## src/rtl/fios_res_collector.sv

```systemverilog
// Collects LSW-first 17-bit result words from the FIOS multiplier into one parallel result.
// Define FIOS_FINAL_SUB_EN to add the word-serial final subtraction of p_i and the SELECT state.
module fios_res_collector #(
  parameter int s = 8
) (
  input  logic            clock_i,
  input  logic            reset_i,
  input  logic [16:0]     RES_i,
  input  logic            RES_valid_i,
  input  logic [17*s-1:0] p_i,
  output logic [17*s-1:0] res_o,
  output logic            res_valid_o,
  input  logic            res_ready_i,
  output logic            busy_o,
  output logic            error_o
);

  localparam int CW = (s > 1) ? $clog2(s) : 1;
  localparam logic [CW-1:0] LAST_IDX = CW'(s - 1);
  localparam logic [CW-1:0] ZERO_IDX = {CW{1'b0}};
  localparam logic [17*s-1:0] ZERO_BANK = {(17*s){1'b0}};

  typedef enum logic [1:0] {
    IDLE    = 2'd0,
    CAPTURE = 2'd1,
    SELECT  = 2'd2,
    HOLD    = 2'd3
  } state_e;

  state_e               state_q, state_d;
  logic [CW-1:0]        cnt_q, cnt_d;
  logic [s-1:0][16:0]   word_q, word_d;
  logic [17*s-1:0]      res_q, res_d;
  logic                 res_valid_q, res_valid_d;
  logic                 busy_q, busy_d;
  logic                 error_q, error_d;

  logic                 store_s;
  logic                 last_s;
  logic                 overflow_s;
  logic [CW-1:0]        wr_idx_s;

  // Word 0 always lands at index 0 regardless of the stale counter value.
  assign wr_idx_s   = (state_q == IDLE) ? ZERO_IDX : cnt_q;
  assign store_s    = RES_valid_i && ((state_q == IDLE) || (state_q == CAPTURE));
  assign last_s     = store_s && (wr_idx_s == LAST_IDX);
  assign overflow_s = RES_valid_i && ((state_q == SELECT) || (state_q == HOLD));

`ifdef FIOS_FINAL_SUB_EN
  logic [s-1:0][16:0]   diff_q, diff_d;
  logic                 borrow_q, borrow_d;
  logic                 borrow_in_s;
  logic [16:0]          p_word_s;
  logic [17:0]          diff_full_s;

  assign borrow_in_s = (state_q == IDLE) ? 1'b0 : borrow_q;
  assign p_word_s    = p_i[17*int'(wr_idx_s) +: 17];
  assign diff_full_s = {1'b0, RES_i} - {1'b0, p_word_s} - {17'd0, borrow_in_s};

  // Serial subtraction: one diff word and the running borrow per stored word.
  always_comb begin
    diff_d   = diff_q;
    borrow_d = borrow_q;
    if (store_s) begin
      diff_d[wr_idx_s] = diff_full_s[16:0];
      borrow_d         = diff_full_s[17];
    end else begin
      borrow_d = borrow_q;
    end
  end

  // Diff bank and borrow registers.
  always_ff @(posedge clock_i) begin
    if (reset_i) begin
      diff_q   <= ZERO_BANK;
      borrow_q <= 1'b0;
    end else begin
      diff_q   <= diff_d;
      borrow_q <= borrow_d;
    end
  end
`else
  logic unused_p_s;
  assign unused_p_s = ^p_i;
`endif

  // Capture control, word bank update and result selection.
  always_comb begin
    state_d = state_q;
    cnt_d   = cnt_q;
    word_d  = word_q;
    res_d   = res_q;
    error_d = error_q | overflow_s;

    if (store_s) begin
      word_d[wr_idx_s] = RES_i;
      if (last_s) begin
        cnt_d = ZERO_IDX;
      end else begin
        cnt_d = wr_idx_s + CW'(1);
      end
    end else begin
      cnt_d = cnt_q;
    end

    case (state_q)
      IDLE, CAPTURE: begin
        if (last_s) begin
`ifdef FIOS_FINAL_SUB_EN
          state_d = SELECT;
`else
          state_d = HOLD;
          res_d   = word_d;
`endif
        end else if (store_s) begin
          state_d = CAPTURE;
        end else begin
          state_d = state_q;
        end
      end
`ifdef FIOS_FINAL_SUB_EN
      SELECT: begin
        // A final borrow means the raw value was already below p.
        res_d   = borrow_q ? word_q : diff_q;
        state_d = HOLD;
      end
`endif
      HOLD: begin
        if (res_ready_i) begin
          state_d = IDLE;
        end else begin
          state_d = HOLD;
        end
      end
      default: begin
        state_d = IDLE;
      end
    endcase

    res_valid_d = (state_d == HOLD);
    busy_d      = (state_d != IDLE);
  end

  // State, word bank and output registers.
  always_ff @(posedge clock_i) begin
    if (reset_i) begin
      state_q     <= IDLE;
      cnt_q       <= ZERO_IDX;
      word_q      <= ZERO_BANK;
      res_q       <= ZERO_BANK;
      res_valid_q <= 1'b0;
      busy_q      <= 1'b0;
      error_q     <= 1'b0;
    end else begin
      state_q     <= state_d;
      cnt_q       <= cnt_d;
      word_q      <= word_d;
      res_q       <= res_d;
      res_valid_q <= res_valid_d;
      busy_q      <= busy_d;
      error_q     <= error_d;
    end
  end

  assign res_o       = res_q;
  assign res_valid_o = res_valid_q;
  assign busy_o      = busy_q;
  assign error_o     = error_q;

endmodule

```

## config.mk

```make
export PLATFORM = sky130hd
export DESIGN_NAME = fios_res_collector
export DESIGN_NICKNAME = d
export VERILOG_FILES = /design/src/rtl/fios_res_collector.sv
export SDC_FILE = /design/constraint.sdc
export NUM_CORES = 1
export LEC_CHECK = 0
export CAP_MARGIN = 20
export CORE_MARGIN = 2
export CORE_UTILIZATION = 35
export DETAILED_ROUTE_END_ITERATION = 10
export SLEW_MARGIN = 20
export SYNTH_ARGS = -nofsm -noshare
export SYNTH_HDL_FRONTEND = slang
export SYNTH_SLANG_ARGS = --single-unit
```

## constraint.sdc

```tcl
create_clock -name clock_i -period 3.46 [get_ports clock_i]
set_input_delay 0.519 -clock clock_i [delete_from_list [all_inputs] [get_ports clock_i]]
set_output_delay 0.519 -clock clock_i [all_outputs]
set_load 0.02 [all_outputs]
```

### Yosys cells after proc, flatten, opt, wreduce, memory -nomap -nowiden

Index checks and enable logic that the tools add are counted.

| word-level totals | value |
|---|---|
| register bits | 280 |
| input bits | 157 |
| output and inout port bits | 139 |
| logic and storage cells | 43 |

| cells by class | value |
|---|---|
| order comparisons | 2 |
| bitwise operators | 1 |
| muxes and demuxes | 10 |
| add/sub/neg operators | 1 |
| equality and inequality tests | 5 |
| reductions and logical operators | 10 |

Operator list:

| cell | number |
|---|---|
| bitwise mux 136 bit | 1 |
| two-way mux 136 bit | 1 |
| demux 17 bit (select 3 bit) | 1 |
| two-way mux 17 bit | 1 |
| equality test 2 bit (second input constant) | 3 |
| two-way mux 2 bit | 3 |
| two-way mux 3 bit | 2 |
| logical AND 1 bit | 4 |
| less-than comparator 3 x 4 -> 1 bit (second input constant) | 1 |
| case mux 2 bit (2 select lines) | 1 |
| adder 3 x 1 -> 3 bit (second input constant) | 1 |
| equality test 3 bit (second input constant) | 1 |
| >= comparator 3 x 1 -> 1 bit (second input constant) | 1 |
| equality test 2 x 1 -> 1 bit (second input constant) | 1 |
| logical NOT 2 bit | 1 |
| logical OR 1 bit | 2 |
| AND reduction 2 bit | 1 |
| nonzero test 2 bit | 1 |
| OR reduction 2 bit | 1 |
| bitwise OR 1 bit | 1 |

### Depth between registers and ports, before layout

| logic depth | value |
|---|---|
| word-level depth | 8 |
| depth in mapped cells | 12 |
| mapped depth without buffers | 7 |

### Worst setup path before layout

Ideal clock, no wire load.

| path | value |
|---|---|
| path type | register to register |
| start | reg cnt_q[0] |
| end | reg res_q[20], in the netlist res_o[20] |
| cell stages (with the launch flop) | 12 |
| data arrival time | 2116 ps |
| path slack | 1202 ps |
| setup time | 142 ps |
| buffers on the path | 6 |
| period minus slack after synthesis | 2258 ps |
| data required time | 3318 ps |
| path through | dfxtp_1 buf_4 buf_2 buf_2 nor2b_1 ha_1 ha_1 and3b_1 buf_2 buf_2 clkbuf_1 a311oi_1 |

| on the way | value |
|---|---|
| cells in the longest elaborated chain, start to end | 7 |
| elaborated cells between the ends (all ways) | 11 |
| classes of those cells | 2 x order compare; 1 x eq/ne; 5 x mux; 3 x reduce/logical |

RTL lines:

| item | RTL line | source |
|---|---|---|
| start: declaration | 31 | `logic [CW-1:0] cnt_q, cnt_d;` |
| start signal: assignment | 156 | `cnt_q <= cnt_d;` |
| two-way mux 3 bit (*) | 44 | `assign wr_idx_s = (state_q == IDLE) ? ZERO_IDX : cnt_q;` |
| less-than comparator 3 x 4 -> 1 bit (not written as such) or >= comparator 3 x 1 -> 1 bit (tied branches) | 96 | `word_d[wr_idx_s] = RES_i;` |
| logical AND 1 bit (not written as such) | 96 |  |
| two-way mux 17 bit (not written as such) | 96 |  |
| demux 17 bit (select 3 bit) | 96 |  |
| bitwise mux 136 bit | 96 |  |
| two-way mux 136 bit | 95 | `if (store_s) begin` |
| end signal: assignment | 158 | `res_q <= res_d;` |
| end: declaration | 33 | `logic [17*s-1:0] res_q, res_d;` |

Mark *: on every way between the ends. The rest lies on a longest branch, timed or not.
A chain may end at the register's enable or synchronous reset.

### Worst setup path after layout

| path | value |
|---|---|
| start | reg cnt_q[2] |
| end | reg res_q[113], in the netlist res_o[113] |

Same word-level chain as after synthesis.

==> results.md <==
- Vias/cell: 5.50
- Root buf cell: clkbuf_16
- Final setup viols: 0
- Clk_skew: 7.46 ps
- Yosys warns: 0
- Core Area: 30,300 um^2
- Slew Limit Fails: 0
- Worst-path fanout max: 31
- Setup CP Type: reg -> reg
- Period minus WS final: 2590 ps
- GRT overflow: 0
- Hold Startpoint: word_q[9]
- Final Power: 6.76 mW
- RR Endpoint: res_o[113]
- Clock power share: 0.471
- Post-synth net total: 1,319
- Level count of the clock H-tree: 1
- PD cells: 499 nW/um^2
- Die X: 179 um
- WHS Endpoint: word_q[9]
- Port bufs: 159
- Status: completed
- Most common cell after layout, fill and taps aside: dfxtp_1
- Cell Int Power: 5.21 mW
- Die Y: 179 um
- Pre-CTS setup slack: 565 ps
- Busiest grt layer: met2
- Synth Register Bits: 280
- Worst min path class: reg -> reg
- R2R setup slack: 870 ps
- Largest net degree at the start of global routing: 115
- Post-synth top area share: 0.524
- Total CTS buffers: 31
- Hold depth: 2
- Synth area leader: dfxtp_1
- CP required: 3910 ps
- Reg2Reg Depth: 6
- Aggregate routed wire length: 32,900 um
- Initial core utilization: 0.352
- Psw: 1.55 mW
- Worst Max-Slew Pin Slew: 901 ps
- Met3 Use GR: 0.0303
- Routed vias: 9,245
- Fmax achieved: 0.387 GHz
- TritonRoute pass-1 iters: 5
- # clock sinks: 280
- # rows: 64
- DRC: 0
- Crit end category: register
- Routed Antenna Nets: 0
- Critical path arrival: 3040 ps
- Synth top area cells: dfxtp_1 (52%), a311oi_1 (9.7%), a21oi_1 (5.8%)
- Static leakage power: 4.39 nW
- Nets: 1,423
- Final instance area: 13,600 um^2
- Grt met1 use: 0.276
- Mapped cell area: 10,700 um^2
- Worst rel slew slack: 0.398
- Initial DRC count: 770
- CTS tree: built
- Cells after Synth: 1,160
- Area after DPL: 12,600 um^2
- Final Cycle Share: 0.747
- GRT Total Usage: 0.199
- Setup ws final: 874 ps
- Net Sw Frac: 0.229
- IR drop worst, VDD: 326 uV
- Unrepaired setup endpoints after global routing: false
- MaxCap Viol Count: 0
- Most frequent cells in the layout: dfxtp_1 (278), clkdlybuf4s50_1 (158), nor2_1 (141), a21oi_1 (124), a311oi_1 (119)
- Dpl hpwl: 20,000 um
- GPL Wtd Cong: 0.760
- # hold bufs at CTS: 0
- Worst reg2reg path startpoint: cnt_q[2]
- Sequential Power Share: 0.482
- Worst setup SP type: register
- Clk slew on worst S/H paths: 60 ps
- Vias in the first global route: 8,558
- Final setup TNS: 0 ps
- Met2 Track Usage GR: 0.322
- Max Root-Sink Buffers: 3
- Number of distinct library cells after synthesis: 33
- Register area share after synthesis: 0.524
- # resized after CTS: 0
- I/O Pins: 296
- Comb pwr share: 0.047
- Share of cells above drive strength 1: 0.0793
- Final Hold Vio Count: 0
- Worst-Skew Late Latency: 550 ps
- Initial antenna violation count: 0
- Die area: 32,000 um^2
- Area Growth Syn to Fin: 26.7%
- Synth Area per Inst: 9.22 um^2
- Wire per inst: 19.6 um
- First-pass GRT wire length: 49,400 um
- Setup Buffers After CTS: 0
- ANT cells: 0
stage by stage:
| stage | utilization | std cells | hold WS [ps] |
|---|---|---|---|
| after detailed placement | 0.414 | 1627 | 461 |
| after floorplan | - | 1160 | 448 |
| after global routing | 0.447 | 1682 | 491 |
| after CTS | 0.447 | 1682 | 476 |
| final | 0.447 | 1682 | 472 |
| after global placement | 0.414 | 1627 | 453 |
synthesized netlist by cell type (all sizes together):
master and n:
nand4b 1, a21oi 124, nand3 53, nor3 2, mux2i 35, nand2b 37, clkbuf 71, o31ai 1
buf 54, and3b 17, nor2b 7, and4bb 1, ha 2, nand4bb 1, inv 1, and2 1
a311oi 119, or2 1, and4b 1, a211oi 17, nand3b 2, nand4 34, dfxtp 280, nor2 142
nand2 37, o21ai 119
cells by family after synthesis:
| logic type | after synthesis | synth area share |
|---|---|---|
| buffers and inverters | 126 | 0.0594 |
| multiplexers | 35 | 0.0328 |
| AO/OA/AOI/OAI | 380 | 0.224 |
| adder cells (fa/ha/maj) | 2 | 0.00234 |
| AND/OR/NAND/NOR | 337 | 0.158 |
| flip-flops | 280 | 0.524 |
worst max path at each step:
stage                           start  slack [ps]  cells past startpoint    endpoint
after global placement    RES_valid_i         600                      5   res_o[71]
after detailed placement  RES_valid_i         560                      5   res_o[99]
after CTS                    cnt_q[2]         860                      6  res_o[113]
final                        cnt_q[2]         870                      6  res_o[113]
after floorplan              cnt_q[0]        1200                     11   res_o[20]
after global routing       state_q[0]         640                      8  res_o[113]
power by group through the flow:
stage | Combinational (mW) | Sequential [mW] | Clock, mW
global route | 0.337 | 3.26 | 3.37
CTS | 0.319 | 3.26 | 3.25
detailed placement | 0.319 | 3.33 | 0
finish | 0.318 | 3.26 | 3.18
global placement | 0.318 | 3.33 | 0
floorplan | 0.181 | 3.33 | 0
worst max-delay path: stages, from the launching register on:
cell and delay (ps):
dfxtp_2 760, nor2b_1 230, ha_1 190, and3b_4 580
buf_4 370, nor2_1 70, a311oi_1 260
per-layer routing:
metal | share of wire | wire [um] | vias to the layer above
met2 | 0.48 | 15600 | 255
met3 | 0.058 | 1900 | 50
met5 | 0 | 0 | -
li1 | - | - | 4459
met4 | 0.022 | 728 | 0
met1 | 0.44 | 14600 | 4481
state kept, by name, indices dropped and copies added, names as in the netlist:
signal	flops
error_o	1
state_q	2
word_q	136
busy_o	1
res_valid_o	1
cnt_q	3
res_o	136
area by class of cell:
type                            count  area [um^2]
Inverter                            1         3.75
Timing Repair Buffer              196         1990
Clock inverter                     10         78.8
Multi-Input combinational cell    754         4480
Sequential cell                   280         5610
Tap cell                          396          495
Fill cell                        2948        16800
Clock buffer                       45          908
Note: power is estimated with default switching activity, not from simulation.
